==> config.mk <==
export PLATFORM = sky130hd
export DESIGN_NAME = serial_pattern_tx
export DESIGN_NICKNAME = d
export VERILOG_FILES = /design/src/rtl/sensor_pkg.sv /design/src/rtl/win3_flag.sv /design/src/rtl/serial_pattern_tx.sv
export SDC_FILE = /design/constraint.sdc
export NUM_CORES = 1
export LEC_CHECK = 0
export ABC_AREA = 1
export ABC_CLOCK_PERIOD_IN_PS = 2600
export BUFFER_PORTS_ARGS = -buffer_cell sky130_fd_sc_hd__buf_2
export CORE_MARGIN = 2
export CORE_UTILIZATION = 50
export CTS_BUF_LIST = sky130_fd_sc_hd__clkbuf_8 sky130_fd_sc_hd__clkbuf_16
export DETAILED_ROUTE_END_ITERATION = 10
export HOLD_SLACK_MARGIN = 0.05
export PLACE_DENSITY = 0.77
export SYNTH_ARGS = -nofsm -noshare
export SYNTH_HDL_FRONTEND = slang
export SYNTH_SLANG_ARGS = --single-unit
==> constraint.sdc <==
create_clock -name clk -period 2.6 [get_ports clk]
set_clock_uncertainty 0.15 [all_clocks]
set_input_delay 0.52 -clock clk [delete_from_list [all_inputs] [get_ports clk]]
set_output_delay 0.52 -clock clk [all_outputs]
set_load 0.05 [all_outputs]
==> src/rtl/sensor_pkg.sv <==
// Shared types and constants for the serial stimulus transmitter and detector-side checkers.
package sensor_pkg;

    typedef enum logic [1:0] {
        ST_IDLE  = 2'd0,
        ST_SHIFT = 2'd1,
        ST_DONE  = 2'd2
    } tx_state_t;

    localparam int DEF_WIDTH    = 10;
    localparam int DEF_LEN_W    = 4;
    localparam int DEF_REP_W    = 4;
    localparam int WIN_ONES_MIN = 2;

    function automatic logic [1:0] ones3(input logic a, input logic b, input logic c);
        return {1'b0, a} + {1'b0, b} + {1'b0, c};
    endfunction

endpackage

==> src/rtl/win3_flag.sv <==
// Three-sample window flag: registered "at least WIN_ONES_MIN ones among the
// incoming bit and the previous two valid bits".
module win3_flag
    import sensor_pkg::*;
(
    input  logic clk,
    input  logic rst,
    input  logic clr,
    input  logic in_valid,
    input  logic in_bit,
    output logic flag
);

    logic [1:0] r_hist;
    logic       r_flag;
    logic [1:0] w_hist;
    logic [1:0] w_ones;

    // clr takes effect for the sample arriving in the same cycle
    assign w_hist = clr ? 2'b00 : r_hist;
    assign w_ones = ones3(in_bit, w_hist[0], w_hist[1]);

    always_ff @(posedge clk) begin
        if (rst) begin
            r_hist <= 2'b00;
            r_flag <= 1'b0;
        end else begin
            r_flag <= in_valid && (w_ones >= 2'(WIN_ONES_MIN));
            if (in_valid) begin
                r_hist <= {w_hist[0], in_bit};
            end else begin
                r_hist <= w_hist;
            end
        end
    end

    assign flag = r_flag;

endmodule

==> src/rtl/serial_pattern_tx.sv <==
// Serial pattern transmitter: loads a word by valid/ready, shifts it out LSB-first
// with optional repeats, and emits the golden 3-sample window flag per bit.
module serial_pattern_tx
    import sensor_pkg::*;
#(
    parameter int WIDTH = DEF_WIDTH,
    parameter int LEN_W = DEF_LEN_W,
    parameter int REP_W = DEF_REP_W
) (
    input  logic             clk,
    input  logic             rst,
    input  logic             load_valid,
    output logic             load_ready,
    input  logic [WIDTH-1:0] load_data,
    input  logic [LEN_W-1:0] load_len,
    input  logic [REP_W-1:0] load_rep,
    input  logic             abort,
    output logic             x,
    output logic             x_valid,
    output logic             exp_y,
    output logic             busy,
    output logic             done
);

    tx_state_t        r_state;
    logic [LEN_W-1:0] r_idx;
    logic [LEN_W-1:0] r_len;
    logic [REP_W-1:0] r_rep;
    logic [WIDTH-1:0] r_data;
    logic             r_x;
    logic             r_x_valid;
    logic             r_busy;
    logic             r_done;
    logic             r_load_ready;

    tx_state_t        w_state_nx;
    logic [LEN_W-1:0] w_idx_nx;
    logic [LEN_W-1:0] w_len_nx;
    logic [REP_W-1:0] w_rep_nx;
    logic [WIDTH-1:0] w_data_nx;
    logic             w_clr;
    logic             w_x_nx;
    logic             w_x_valid_nx;
    logic [LEN_W-1:0] w_len_clamped;

    assign w_len_clamped = ((load_len == '0) || (load_len > LEN_W'(WIDTH))) ?
                           LEN_W'(WIDTH) : load_len;

    always_comb begin
        w_state_nx = r_state;
        w_idx_nx   = r_idx;
        w_len_nx   = r_len;
        w_rep_nx   = r_rep;
        w_data_nx  = r_data;
        w_clr      = 1'b0;
        case (r_state)
            ST_IDLE: begin
                if (load_valid && r_load_ready) begin
                    w_state_nx = ST_SHIFT;
                    w_idx_nx   = '0;
                    w_len_nx   = w_len_clamped;
                    w_rep_nx   = load_rep;
                    w_data_nx  = load_data;
                    w_clr      = 1'b1;
                end
            end
            ST_SHIFT: begin
                if (abort) begin
                    w_state_nx = ST_IDLE;
                    w_clr      = 1'b1;
                end else if (r_idx == r_len - LEN_W'(1)) begin
                    if (r_rep != '0) begin
                        w_idx_nx = '0;
                        w_rep_nx = r_rep - REP_W'(1);
                    end else begin
                        w_state_nx = ST_DONE;
                    end
                end else begin
                    w_idx_nx = r_idx + LEN_W'(1);
                end
            end
            ST_DONE: w_state_nx = ST_IDLE;
            default: w_state_nx = ST_IDLE;
        endcase
        // outputs are computed for the upcoming cycle so they can be registered
        w_x_valid_nx = (w_state_nx == ST_SHIFT);
        w_x_nx       = w_x_valid_nx && w_data_nx[w_idx_nx];
    end

    always_ff @(posedge clk) begin
        if (rst) begin
            r_state      <= ST_IDLE;
            r_idx        <= '0;
            r_len        <= '0;
            r_rep        <= '0;
            r_data       <= '0;
            r_x          <= 1'b0;
            r_x_valid    <= 1'b0;
            r_busy       <= 1'b0;
            r_done       <= 1'b0;
            r_load_ready <= 1'b0;
        end else begin
            r_state      <= w_state_nx;
            r_idx        <= w_idx_nx;
            r_len        <= w_len_nx;
            r_rep        <= w_rep_nx;
            r_data       <= w_data_nx;
            r_x          <= w_x_nx;
            r_x_valid    <= w_x_valid_nx;
            r_busy       <= (w_state_nx != ST_IDLE);
            r_done       <= (w_state_nx == ST_DONE);
            r_load_ready <= (w_state_nx == ST_IDLE);
        end
    end

    win3_flag u_win3_flag (
        .clk      (clk),
        .rst      (rst),
        .clr      (w_clr),
        .in_valid (w_x_valid_nx),
        .in_bit   (w_x_nx),
        .flag     (exp_y)
    );

    assign x          = r_x;
    assign x_valid    = r_x_valid;
    assign busy       = r_busy;
    assign done       = r_done;
    assign load_ready = r_load_ready;

endmodule

* Word-level counts from Yosys, hierarchy flattened *
Index checks and enable logic that the tools add are counted.

operators by class
  add/subtract/negate cells = 5
  $lt $le $gt $ge = 3
  eq/ne operators = 8
  multiplexer cells = 25
  reduce and logical (&&, ||, !) cells = 12

operators with widths
  kind                                                                   number
  4-bit 2-to-1 mux                                                       9
  10-bit 2-to-1 mux                                                      2
  4-bit one-hot mux with 2 select lines                                  2
  2-bit 2-to-1 mux                                                       6
  2-bit inequality test (second input constant)                          4
  4-bit by 1-bit subtractor with 4-bit output (second input constant)    2
  4-bit by 5-bit < comparator with 1-bit output (second input constant)  1
  5-bit AND reduction                                                    1
  4-bit by 1-bit adder with 4-bit output (second input constant)         1
  1-bit binary-select mux with 4-bit select                              1
  2-bit by 1-bit == test with 1-bit output (second input constant)       2
  4-bit == test                                                          1
  4-bit greater-than comparator (second input constant)                  1
  2-bit zero test                                                        2
  4-bit zero test                                                        1
  2-bit one-hot mux with 2 select lines                                  1
  2-bit nonzero test                                                     2
  4-bit nonzero test                                                     1
  1-bit logical AND                                                      3
  1-bit 2-to-1 mux                                                       3
  1-bit by 1-bit adder with 2-bit output                                 1
  2-bit by 1-bit adder with 2-bit output                                 1
  2-bit == test (second input constant)                                  1
  2-bit greater-or-equal comparator (second input constant)              1
  3 further kinds                                                        3

word-level totals
  register bits after elaboration = 32
  bits of input ports = 22
  output and inout bits = 6
  logic and storage cells = 65

* Depth between registers and ports, before layout *
Gate-level depths: netlist (run 1).

  word-level depth = 12
  gate-level depth with buffers = 23
  gate-level depth less buffers = 23

* Hierarchy *
A second synthesis (run 1) with hierarchy kept.

second synthesis, totals
  cell total of the unflattened synthesis = 247
  area total of the unflattened synthesis = 1,805.5 um^2

by module, submodules not included
  module             times used  cells each  area each (um^2)  seq. area each (um^2)
  serial_pattern_tx  1           227         1,664.1           580.6
  win3_flag          1           20          141.4             60.1

* Worst setup path after synthesis (run 1) *
No wires, ideal clock.

  path type = register to register
  start = reg r_load_ready, in the netlist load_ready
  end = reg u_win3_flag.r_flag, in the netlist u_win3_flag.flag
  library setup time = 115 ps
  data arrival time = 2,377 ps
  data required time = 2,335 ps
  path slack = -42 ps
  cell stages (with the launch flop) = 17
  buffers on the path = 1
  clock period less this slack = 2,642 ps
  path through = dfxtp_1 nand2_1 nor3_2 inv_1 clkbuf_1 o21ai_0 inv_1 nand2_1 nand3_1 nand3_1 nand3_2 nand2_1 inv_1 ha_1 inv_1 nor2_1 o21a_1

on the way
  cells in the longest elaborated chain, start to end = 10
  elaborated cells on any way between the ends = 18
  those cells by class = add/sub: 2; order compare: 1; eq/ne: 1; mux: 11; reduce/logical: 3

ends and longest elaborated chain
  what                                                                        line                      source
  from (decl)                                                                 serial_pattern_tx.sv:34   logic r_load_ready;
  from (signal assigned)                                                      serial_pattern_tx.sv:112  r_load_ready <= (w_state_nx == ST_IDLE);
  1-bit logical AND (*)                                                       serial_pattern_tx.sv:58   if (load_valid && r_load_ready) begin
  4-bit 2-to-1 mux or 10-bit 2-to-1 mux (tied branches)                       serial_pattern_tx.sv:58
  4-bit one-hot mux with 2 select lines or 10-bit 2-to-1 mux (tied branches)  serial_pattern_tx.sv:56   case (r_state)
  1-bit binary-select mux with 4-bit select                                   serial_pattern_tx.sv:87   w_x_nx = w_x_valid_nx && w_data_nx[w_idx_nx];
  1-bit 2-to-1 mux (not written as such)                                      serial_pattern_tx.sv:87
  1-bit logical AND (*)                                                       serial_pattern_tx.sv:87
  via u_win3_flag.in_bit                                                      win3_flag.sv:10           input logic in_bit,
  1-bit by 1-bit adder with 2-bit output (*)                                  sensor_pkg.sv:16          return {1'b0, a} + {1'b0, b} + {1'b0, c};
  2-bit by 1-bit adder with 2-bit output (*)                                  sensor_pkg.sv:16
  2-bit greater-or-equal comparator (*)                                       win3_flag.sv:28           r_flag <= in_valid && (w_ones >= 2'(WIN_ONES_MIN));
  1-bit logical AND (*)                                                       win3_flag.sv:28
  to (signal assigned)                                                        win3_flag.sv:28
  to (decl)                                                                   win3_flag.sv:15           logic r_flag;

The timed path passes the listed nets; every way through them passes the cells marked *. The select of a mux whose other input is x is not followed.
A chain may end at the register's enable or synchronous reset.

* Worst setup path after layout (run 1) *
  start = reg r_len[1]
  end = reg u_win3_flag.r_flag, in the netlist u_win3_flag.flag

on the way
  cells in the longest elaborated chain, start to end = 12
  elaborated cells on any way between the ends = 16
  those cells by class = add/sub: 3; order compare: 1; eq/ne: 2; mux: 8; reduce/logical: 2

ends and longest elaborated chain
  what                                             line                      source
  from (decl)                                      serial_pattern_tx.sv:27   logic [LEN_W-1:0] r_len;
  from (signal assigned)                           serial_pattern_tx.sv:105  r_len <= w_len_nx;
  4-bit by 1-bit subtractor with 4-bit output (*)  serial_pattern_tx.sv:71   end else if (r_idx == r_len - LEN_W'(1)) begin
  4-bit == test (*)                                serial_pattern_tx.sv:71
  4-bit 2-to-1 mux                                 serial_pattern_tx.sv:71
  4-bit 2-to-1 mux                                 serial_pattern_tx.sv:68   if (abort) begin
  4-bit one-hot mux with 2 select lines            serial_pattern_tx.sv:56
  1-bit binary-select mux with 4-bit select        serial_pattern_tx.sv:87
  1-bit 2-to-1 mux (not written as such)           serial_pattern_tx.sv:87
  1-bit logical AND (*)                            serial_pattern_tx.sv:87
  via u_win3_flag.in_bit                           win3_flag.sv:10
  1-bit by 1-bit adder with 2-bit output (*)       sensor_pkg.sv:16
  2-bit by 1-bit adder with 2-bit output (*)       sensor_pkg.sv:16
  2-bit greater-or-equal comparator (*)            win3_flag.sv:28
  1-bit logical AND (*)                            win3_flag.sv:28

Marked as above.

==> flow_summary.json, run 1 <==
{
  "fin_ws_ns": -0.0156,
  "netlist_top_cells_area": "dfxtp_1, inv_1, nand2_1, nor2_1, nand3_1",
  "drc": 0,
  "cap_viol_max_count": 0,
  "path_cells": "inv_2 -> ha_4 -> nand2_1 -> inv_1 -> nor2_1 -> nand2_1 -> nor2_4 -> nand2_2 -> nand2_2 -> nand2_2 -> nand2_4 -> nand2_4 -> nand2_2 -> nand3_1 -> nand3_1 -> nand3_2 -> nand2_1 -> inv_1 -> ha_1 -> inv_1 -> nor2_1 -> o21a_1",
  "pin_count": 28,
  "die_x_um": 63.3,
  "synth_area_sq_um": 1760,
  "layout_commonest_cell": "inv_1",
  "syn_inst": 239,
  "grt_overflow": 0,
  "required_ns": 2.63,
  "ys_seq_area_frac": 0.364,
  "cts_setup_buffers": 0,
  "htreeDepth": 2,
  "worst_pin_slew_ns": 0.574,
  "cts-buffers-inserted": 5,
  "ys_async_sr_fraction": 0,
  "fin_crit_sh": 1.01,
  "dieArea_sq_um": 4010,
  "finalCriticalPeriod_ns": 2.62,
  "row_count": 21,
  "status": "finished with violations",
  "dr.pass1.iters": 4,
  "synth_top_area_frac": 0.364,
  "drt.antenna.violating_nets": 0,
  "p_total_mw": 1.22,
  "rsz0062_at_grt": "true",
  "syn_to_final_growth_pct": 25.7,
  "via_per_inst": 4.98,
  "arrival_ns": 2.65,
  "vias": 1684,
  "setup.worst_path.start_class": "register",
  "syn_nets": 266,
  "first_iter_violations": 70,
  "leakage_nw": 1.13,
  "finalInstanceArea_sq_um": 2210,
  "die_h_um": 63.3,
  "slowest_delay_ns": 0.32,
  "syn_area_per_cell_sq_um": 7.36,
  "min_from": "r_data[6]",
  "fin_util": 0.657,
  "clock-sinks": 32,
  "clk-insertion-delay-late_ns": 0.29,
  "path_delay_family": "simple AND/OR/NAND/NOR gates",
  "hpwl_um": 2860,
  "clockBufferDepth": 2,
  "cts_tree": "built",
  "yosysUniqueCellTypes": 34,
  "initial_utilization": 0.523,
  "startpoint": "r_len[1]",
  "ctsRootBufferMaster": "clkbuf_8",
  "cpMostUsedCell": "nand2_2",
  "postCtsHoldBufs": 0,
  "reg2reg_from": "r_len[1]",
  "critPathBufInv": 4,
  "grt_pass1_vias": 1580,
  "dpl_cell_area_sq_um": 2100,
  "track_usage": 0.203,
  "max_freq_mhz": 382,
  "cp_max_fo": 6,
  "violations": "setup timing",
  "power_density_nw_per_um2": 554,
  "critPathKind": "register to register",
  "synth_warnings": 0,
  "drive_above_1_share": 0.360,
  "slew_viol_final": 0,
  "end_kind": "register",
  "synth_area_leader_cell": "dfxtp_1",
  "hold_class": "register to register",
  "vdd_drop_max_mv": 0.339,
  "nets": 319,
  "setup_viol": 1,
  "antenna_found_initial": 0,
  "synth-seq-cells": 32,
  "synthFlopType": "dfxtp_1",
  "grt_first_pass_wirelength_um": 6490,
  "finalHoldViolations": 0,
  "mostFrequentLayoutCells": "inv_1, nand2_1, dfxtp_1",
  "wire_per_inst_um": 11.2,
  "wl_um": 3800,
  "cp_slowest_cell": "dfxtp_2",
  "synth-edff-count": 0,
  "grt_max_degree": 21,
  "io_buffer_count": 27,
  "n_antenna_cell": 0,
  "max-slew-margin-rel": 0.616,
  "gp_routability_congestion": 0.821,
  "clkTransAtPathRegs_ns": 0.06,
  "core_sq_um": 3360
}
==> synth_stat cells, types with 2 or more instances <==
cell / count
inv_2: 6
nand3_2: 4
nand3_1: 20
nand2_4: 4
a221oi_1: 2
nor3_1: 5
nor2_1: 27
buf_6: 2
xnor2_1: 2
o21ai_0: 10
nor4_1: 2
clkbuf_1: 4
a211oi_1: 6
dfxtp_1: 32
nand2_2: 8
nor2_4: 2
ha_1: 5
or2_2: 7
inv_1: 34
nor2_2: 2
a21oi_1: 7
nand2_1: 34
mux2i_1: 3
==> path summary, 6_finish.rpt <==
| check | end | slack, ns | cells after the start |
|---|---|---|---|
| hold / removal | r_data[6] | 0.34 | 2 |
| setup reg to reg | u_win3_flag.flag | -0.02 | 22 |
| setup / recovery | u_win3_flag.flag | -0.02 | 22 |
| hold reg to reg | r_data[6] | 0.34 | 2 |
==> stage by stage <==
stage / setup slack (ns) / hold WS, ns / instances / TNS, ns
after floorplan: 0.00703 / 0.298 / 239 / 0
after global placement: -0.0728 / 0.321 / 331 / -0.0728
after detailed placement: -0.114 / 0.334 / 331 / -0.114
after CTS: 0.00543 / 0.330 / 338 / 0
after global routing: -0.215 / 0.352 / 338 / -0.215
final: -0.0156 / 0.338 / 338 / -0.0156
==> sequential cells by signal, summed over array words and instances, names as in the netlist <==
register and flops:
r_idx 4, r_rep 4, x 1, u_win3_flag.r_hist 2
done 1, load_ready 1, u_win3_flag.flag 1, r_len 4
r_state 2, x_valid 1, r_data 10, busy 1
==> cells by family (layout without fill, tap and decap cells) <==
family                     count (synthesis)  count (layout)  share of synthesized area
and+or+nand+nor                          119             119                      0.351
buffers and inverters                     46              99                      0.107
DFF                                       32              32                      0.364
AOI/OAI and AO/OA                         31              31                      0.110
adders and majority gates                  5               5                     0.0356
xor gates and xnor gates                   3               3                     0.0149
muxes                                      3               3                     0.0171
==> final cells by class <==
type / instances / area [sq um]
Tap cell: 46 / 57.6
Clock buffer: 5 / 68.8
Timing Repair Buffer: 52 / 323
Multi-Input combinational cell: 161 / 958
Inverter: 40 / 150
Fill cell: 327 / 1150
Sequential cell: 32 / 644
Clock inverter: 2 / 8.76
==> metal layers <==
| metal | wire length, um | track usage |
|---|---|---|
| met5 | 0 | 0 |
| met4 | 75 | 0.0951 |
| met3 | 164 | 0.0339 |
| met2 | 1820 | 0.356 |
| met1 | 1740 | 0.240 |
==> power by group <==
part           leakage [nW]  internal (mW)  total (mW)  switching, mW
registers             0.263          0.526       0.542         0.0162
logic                 0.823          0.143       0.331          0.189
clock network        0.0452          0.178       0.351          0.174
==> what timing repair did <==
item | 4_1_cts | 5_1_grt
pin swaps | 5 | 0
gates resized for setup | 10 | 0
setup endpoints to repair | 1 | 1
==> worst reg2reg max path, stage by stage (launching register included) <==
cell and delay, ns:
dfxtp_2 0.32, inv_2 0.05, ha_4 0.23, nand2_1 0.06
inv_1 0.04, nor2_1 0.07, nand2_1 0.09, nor2_4 0.14
nand2_2 0.11, nand2_2 0.07, nand2_2 0.06, nand2_4 0.09
nand2_4 0.09, nand2_2 0.07, nand3_1 0.06, nand3_1 0.10
nand3_2 0.07, nand2_1 0.06, inv_1 0.04, ha_1 0.28
inv_1 0.05, nor2_1 0.04, o21a_1 0.16
No activity file was read; power rests on OpenSTA's default activity.
==> run 2, diff against run 1 <==
--- a/config.mk
+++ b/config.mk
@@ -5,15 +5,15 @@
 export SDC_FILE = /design/constraint.sdc
 export NUM_CORES = 1
 export LEC_CHECK = 0
-export ABC_AREA = 1
+export ABC_AREA = 0
 export ABC_CLOCK_PERIOD_IN_PS = 2600
 export BUFFER_PORTS_ARGS = -buffer_cell sky130_fd_sc_hd__buf_2
 export CORE_MARGIN = 2
-export CORE_UTILIZATION = 50
+export CORE_UTILIZATION = 36
 export CTS_BUF_LIST = sky130_fd_sc_hd__clkbuf_8 sky130_fd_sc_hd__clkbuf_16
 export DETAILED_ROUTE_END_ITERATION = 10
 export HOLD_SLACK_MARGIN = 0.05
-export PLACE_DENSITY = 0.77
+export PLACE_DENSITY = 0.59
 export SYNTH_ARGS = -nofsm -noshare
 export SYNTH_HDL_FRONTEND = slang
 export SYNTH_SLANG_ARGS = --single-unit
==> run 2 against run 1 <==
  * The flow still finishes with violations (setup timing)
  * Non-clock buffer count up 28
  * Register-to-register slack worse by 0.42 ns
  * Synthesized cell count down 18%
  * Worst hold slack worse by 0.034 ns
  * Wire length up 6.0%
  * Global-route usage down 3.2 points
  * Die area up 30%
  * Total power down 3.1%
  * Largest cell class unchanged
  * Sequential cell count unchanged
  * Utilization down 9.8 points
  * Critical endpoint unchanged
  * Clock power up 9.7%
==> flow_summary.json, run 2 <==
{
  "status": "finished with violations",
  "violations": "setup timing",
  "cts_tree": "built",
  "fin_crit_sh": 1.17,
  "worst_pin_slew_ns": 0.581,
  "wl_um": 4030,
  "dr.pass1.iters": 4,
  "netlist_top_cells_area": "dfxtp_1, nand2_1, a21oi_1, nor2_1, ha_1",
  "max_freq_mhz": 330,
  "clk-insertion-delay-late_ns": 0.29,
  "grt_first_pass_wirelength_um": 6870,
  "seq_power_share": 0.442,
  "antenna_found_initial": 0,
  "syn_inst": 196,
  "leakage_nw": 1.08,
  "synth_warnings": 0,
  "combPwrFrac": 0.233,
  "p_total_mw": 1.19,
  "dpl_cell_area_sq_um": 2210,
  "arrival_ns": 3.03,
  "syn_area_per_cell_sq_um": 8.56,
  "finalHoldViolations": 0,
  "yosysUniqueCellTypes": 50,
  "hpwl_um": 2880,
  "path_cells": "inv_2 -> ha_4 -> xor2_2 -> nand3_2 -> buf_6 -> o31ai_4 -> a22oi_4 -> nor3b_2 -> o32a_1 -> a2bb2oi_2 -> and3b_1 -> ha_1 -> a31oi_1 -> nor3_1",
  "die_x_um": 72.3,
  "largest_register_ffs": 10,
  "track_usage": 0.170,
  "place_inst": 315,
  "n_antenna_cell": 0,
  "setup_viol": 2,
  "slowest_delay_ns": 0.34,
  "clock-sinks": 32,
  "rsz0062_at_grt": "true",
  "ctsRootBufferMaster": "clkbuf_8",
  "first_iter_violations": 26,
  "grt_pass1_vias": 1536,
  "mostFrequentLayoutCells": "buf_4, dfxtp_1, buf_2",
  "vdd_drop_max_mv": 0.258,
  "finalInstanceArea_sq_um": 2470,
  "die_h_um": 72.3,
  "fin_ws_ns": -0.433,
  "p_switching_mw": 0.330,
  "max-slew-margin-rel": 0.612,
  "cts-buffers-inserted": 5,
  "cp_max_fo": 5,
  "regMostFlops": "r_data",
  "synth-seq-cells": 32,
  "power_density_nw_per_um2": 480,
  "drt.antenna.violating_nets": 0,
  "syn_nets": 223,
  "syn_to_final_growth_pct": 47.2,
  "dieArea_sq_um": 5220,
  "io_buffer_count": 27,
  "synth_common_cells": "dfxtp_1, nand2_1, nor2_1, a21oi_1, nor3_1",
  "ys_async_sr_fraction": 0,
  "slew_viol_final": 0,
  "setup.worst_path.start_class": "register",
  "finalCriticalPeriod_ns": 3.03,
  "synthFlopType": "dfxtp_1",
  "gp_routability_congestion": 0.762,
  "path_delay_family": "compound AO/OA/AOI/OAI gates",
  "cap_viol_max_count": 0,
  "htreeDepth": 2,
  "yosysMostFrequentCell": "dfxtp_1",
  "end_kind": "register",
  "intPower_mw": 0.857,
  "setup-tns-final_ns": -0.473,
  "clkPwrFrac": 0.324,
  "synth-edff-count": 0,
  "pin_count": 28,
  "row_count": 24,
  "synth_area_sq_um": 1680,
  "critPathBufInv": 2,
  "clkTransAtPathRegs_ns": 0.06,
  "cp_slowest_cell": "o31ai_4",
  "via_per_inst": 4.96,
  "instances_no_fill": 326,
  "synth_top_area_frac": 0.382,
  "layout_commonest_cell": "buf_4",
  "core_sq_um": 4410,
  "initial_utilization": 0.380,
  "drive_above_1_share": 0.427,
  "critPathKind": "register to register",
  "grt_max_degree": 31,
  "synth_area_leader_cell": "dfxtp_1",
  "vias": 1617,
  "required_ns": 2.59,
  "ys_seq_area_frac": 0.382,
  "nets": 300,
  "wire_per_inst_um": 12.3,
  "drc": 0,
  "swShare": 0.278,
  "grt_overflow": 0,
  "hold_class": "register to register",
  "clockBufferDepth": 2
}
-- run 2: changes by cell type after synthesis, moves of 6 or more --
cell,change
nand2_1,-8
inv_1,-29
nand2_2,-8
a21oi_1,+10
nand3_1,-15
inv_2,-6
-- run 2: path summary, 6_finish.rpt --
check        startpoint               end  slack [ns]  cells after the start
min reg2reg   r_data[0]         r_data[0]        0.30                      2
max reg2reg    r_len[1]  u_win3_flag.flag       -0.43                     14
min           r_data[0]         r_data[0]        0.30                      2
max            r_len[1]  u_win3_flag.flag       -0.43                     14
-- run 2: kinds of logic after synthesis --
logic type | count (synthesis) | share of synthesized area
and+or+nand+nor | 87 | 0.257
AOI/OAI and AO/OA | 46 | 0.215
DFF | 32 | 0.382
buffers and inverters | 15 | 0.0395
xor gates and xnor gates | 6 | 0.0395
muxes | 5 | 0.0306
adders and majority gates | 5 | 0.0373
-- run 2: final cells by class --
cell class	instances	area, sq um
clock buffer	6	82.6
clock inverter	2	7.51
fill	410	1940
inverter	5	18.8
multi-input combinational	149	1100
sequential	32	643
tap	52	65.1
timing repair buffer	80	552
-- run 2: power groups by stage --
stage               sequential, mW  clock [mW]  combinational [mW]
detailed placement           0.535           0               0.247
global placement             0.534           0               0.246
CTS                          0.525       0.396               0.265
global route                 0.527       0.422               0.307
finish                       0.525       0.385               0.277
floorplan                    0.548           0               0.123
-- run 2: layer usage --
metal / up-vias / share of wire / GRT usage
met4: 0 / 0.018 / 0.0566
met2: 36 / 0.49 / 0.281
li1: 843 / - / -
met1: 730 / 0.44 / 0.215
met3: 8 / 0.043 / 0.0458
met5: - / 0 / 0
-- run 2: what timing repair did --
action / 4_1_cts / 5_1_grt
setup endpoints to repair: 3 / 3
hold buffers: 0 / 0
gates resized for setup: 15 / 13
setup buffers: 9 / 2
pin swaps: 10 / 11
-- run 2: stage by stage --
stage	util	hold WS, ns	worst slack (ns)
floorplan	-	0.281	-0.469
global placement	0.501	0.290	-0.504
detailed placement	0.501	0.300	-0.556
CTS	0.545	0.308	-0.461
global route	0.560	0.328	-0.590
finish	0.560	0.305	-0.433
-- run 2: worst reg2reg max path: cells and delay by family, from the launching register on --
kind                       cells  cell delay [ns]
AOI/OAI and AO/OA              5             1.05
xor gates and xnor gates       1             0.16
adders and majority gates      2             0.49
buffers and inverters          2             0.18
DFF                            1             0.33
and+or+nand+nor                4             0.52
==> run 3, diff against run 2 <==
--- a/config.mk
+++ b/config.mk
@@ -10,7 +10,7 @@
 export BUFFER_PORTS_ARGS = -buffer_cell sky130_fd_sc_hd__buf_2
 export CORE_MARGIN = 2
 export CORE_UTILIZATION = 36
-export CTS_BUF_LIST = sky130_fd_sc_hd__clkbuf_8 sky130_fd_sc_hd__clkbuf_16
+export CTS_BUF_LIST = sky130_fd_sc_hd__clkbuf_2
 export DETAILED_ROUTE_END_ITERATION = 10
 export HOLD_SLACK_MARGIN = 0.05
 export PLACE_DENSITY = 0.59
==> run 3 against run 2 <==
  * The flow still finishes with violations (setup timing)
  * Sequential share of layout area rose by 1.2 points
  * Worst hold slack lost 0.081 ns
  * Sequential cell count did not move
  * Wire length decreased by 5.8%
  * Cell count is the same
  * Highest routed layer unchanged
==> flow_summary.json, run 3 (synthesized netlist as in run 2, its figures left out) <==
{
  "cap_viol_max_count": 0,
  "max_freq_mhz": 332,
  "die_x_um": 72.3,
  "combPwrFrac": 0.255,
  "finalHoldViolations": 0,
  "status": "finished with violations",
  "required_ns": 2.70,
  "hold_ws_ns": 0.224,
  "track_usage": 0.164,
  "slowest_delay_ns": 0.36,
  "critPathBufInv": 2,
  "via_per_inst": 4.87,
  "vdd_drop_max_mv": 0.243,
  "wire_per_inst_um": 11.6,
  "path_cells": "inv_2 -> ha_4 -> xor2_2 -> nand3_2 -> buf_6 -> o31ai_4 -> a22oi_4 -> nor3b_1 -> o32a_1 -> a2bb2oi_2 -> and3b_1 -> ha_1 -> a31oi_1 -> nor3_1",
  "io_buffer_count": 27,
  "postCtsHoldBufs": 0,
  "wl_um": 3790,
  "grt_overflow": 0,
  "p_switching_mw": 0.305,
  "cts-buffers-inserted": 5,
  "die_h_um": 72.3,
  "rsz0062_at_grt": "true",
  "worst_pin_slew_ns": 0.560,
  "seq_power_share": 0.515,
  "max-slew-margin-rel": 0.627,
  "vias": 1588,
  "fin_util": 0.535,
  "p_total_mw": 1.02,
  "first_iter_violations": 15,
  "mostFrequentLayoutCells": "buf_4, dfxtp_1, buf_2",
  "clkTransAtPathRegs_ns": 0.16,
  "critPathKind": "register to register",
  "fillers": 433,
  "drive_above_1_share": 0.416,
  "finalCriticalPeriod_ns": 3.02,
  "hpwl_um": 2880,
  "violations": "setup timing",
  "n_antenna_cell": 0,
  "intPower_mw": 0.714,
  "arrival_ns": 3.11,
  "regMostFlops": "r_data",
  "pin_count": 28,
  "htreeDepth": 2,
  "fin_crit_sh": 1.16,
  "drt.antenna.violating_nets": 0,
  "dp_slack_ns": -0.556,
  "path_delay_family": "compound AO/OA/AOI/OAI gates",
  "rrSetupSlack_ns": -0.42,
  "clk-insertion-delay-late_ns": 0.37,
  "largest_register_ffs": 10,
  "end_kind": "register",
  "dieArea_sq_um": 5220,
  "cts_tree": "built",
  "clkPwrFrac": 0.230,
  "grt_pass1_vias": 1519,
  "syn_to_final_growth_pct": 40.7,
  "setup_viol": 2,
  "drc": 0,
  "power_density_nw_per_um2": 432,
  "dpl_cell_area_sq_um": 2210,
  "gp_routability_congestion": 0.762,
  "swShare": 0.299,
  "grt_max_degree": 31,
  "leakage_nw": 1.04,
  "core_sq_um": 4410,
  "clock-sinks": 32,
  "finalInstanceArea_sq_um": 2360,
  "cp_max_fo": 5,
  "slew_viol_final": 0,
  "clockBufferDepth": 2,
  "hold_class": "input pin to register",
  "antenna_found_initial": 0,
  "grt_first_pass_wirelength_um": 6690,
  "ctsRootBufferMaster": "clkbuf_2",
  "setup.worst_path.start_class": "register",
  "nets": 300,
  "fin_ws_ns": -0.415,
  "initial_utilization": 0.380,
  "dr.pass1.iters": 4,
  "cp_slowest_cell": "dfxtp_2",
  "layout_commonest_cell": "buf_4",
  "row_count": 24
}
-- run 3: changes by cell type in the layout (fill, tap and decap cells not counted), sizes merged --
| cell | change |
|---|---|
| clkbuf | +1 |
| inv | -2 |
| clkinv | +1 |
-- run 3: per-stage QoR --
step	cells	setup TNS (ns)
2_1_floorplan	196	-0.474
3_3_place_gp	315	-0.733
3_5_place_dp	315	-0.850
4_1_cts	326	-0.558
5_1_grt	326	-0.975
6_report	326	-0.459
-- run 3: worst register-to-register path: stages, from the launching register on --
cell	delay (ns)
dfxtp_2	0.36
inv_2	0.04
ha_4	0.26
xor2_2	0.16
nand3_2	0.10
buf_6	0.13
o31ai_4	0.34
a22oi_4	0.15
nor3b_1	0.16
o32a_1	0.30
a2bb2oi_2	0.14
and3b_1	0.18
ha_1	0.22
a31oi_1	0.12
nor3_1	0.06
-- run 3: worst paths after layout --
| check | startpoint | endpoint | cells after the start |
|---|---|---|---|
| setup / recovery | r_len[0] | u_win3_flag.flag | 14 |
| hold / removal | load_data[6] | r_data[6] | 3 |
| setup reg to reg | r_len[0] | u_win3_flag.flag | 14 |
| hold reg to reg | r_data[0] | r_data[0] | 2 |
-- run 3: cell type report --
| class | instances | area [sq um] | area share |
|---|---|---|---|
| Clock buffer | 7 | 35.0 | 0.0148 |
| Timing Repair Buffer | 80 | 548 | 0.232 |
| Sequential cell | 32 | 643 | 0.272 |
| Clock inverter | 1 | 3.75 | 0.00159 |
| Inverter | 5 | 18.8 | 0.00795 |
| Tap cell | 52 | 65.1 | 0.0276 |
| Multi-Input combinational cell | 149 | 1050 | 0.444 |
-- run 3: timing repair --
item,in CTS,in global routing
resized for setup,17,2
setup buffers,8,0
pin swaps,8,2
gates cloned,0,0
setup endpoints to repair,3,7
-- run 3: power by group through the flow --
stage	clock [mW]	combinational (mW)	sequential (mW)
4_1_cts	0.246	0.261	0.525
2_1_floorplan	0	0.123	0.548
5_1_grt	0.271	0.290	0.528
3_3_place_gp	0	0.246	0.534
3_5_place_dp	0	0.247	0.535
6_report	0.235	0.260	0.525
-- run 3: layer usage --
| metal | up-vias | track usage | part of all wire |
|---|---|---|---|
| met3 | 6 | 0.0375 | 0.045 |
| met4 | 0 | 0.0566 | 0.014 |
| li1 | 848 | - | - |
| met1 | 704 | 0.211 | 0.47 |
| met5 | - | 0 | 0 |
| met2 | 30 | 0.271 | 0.47 |
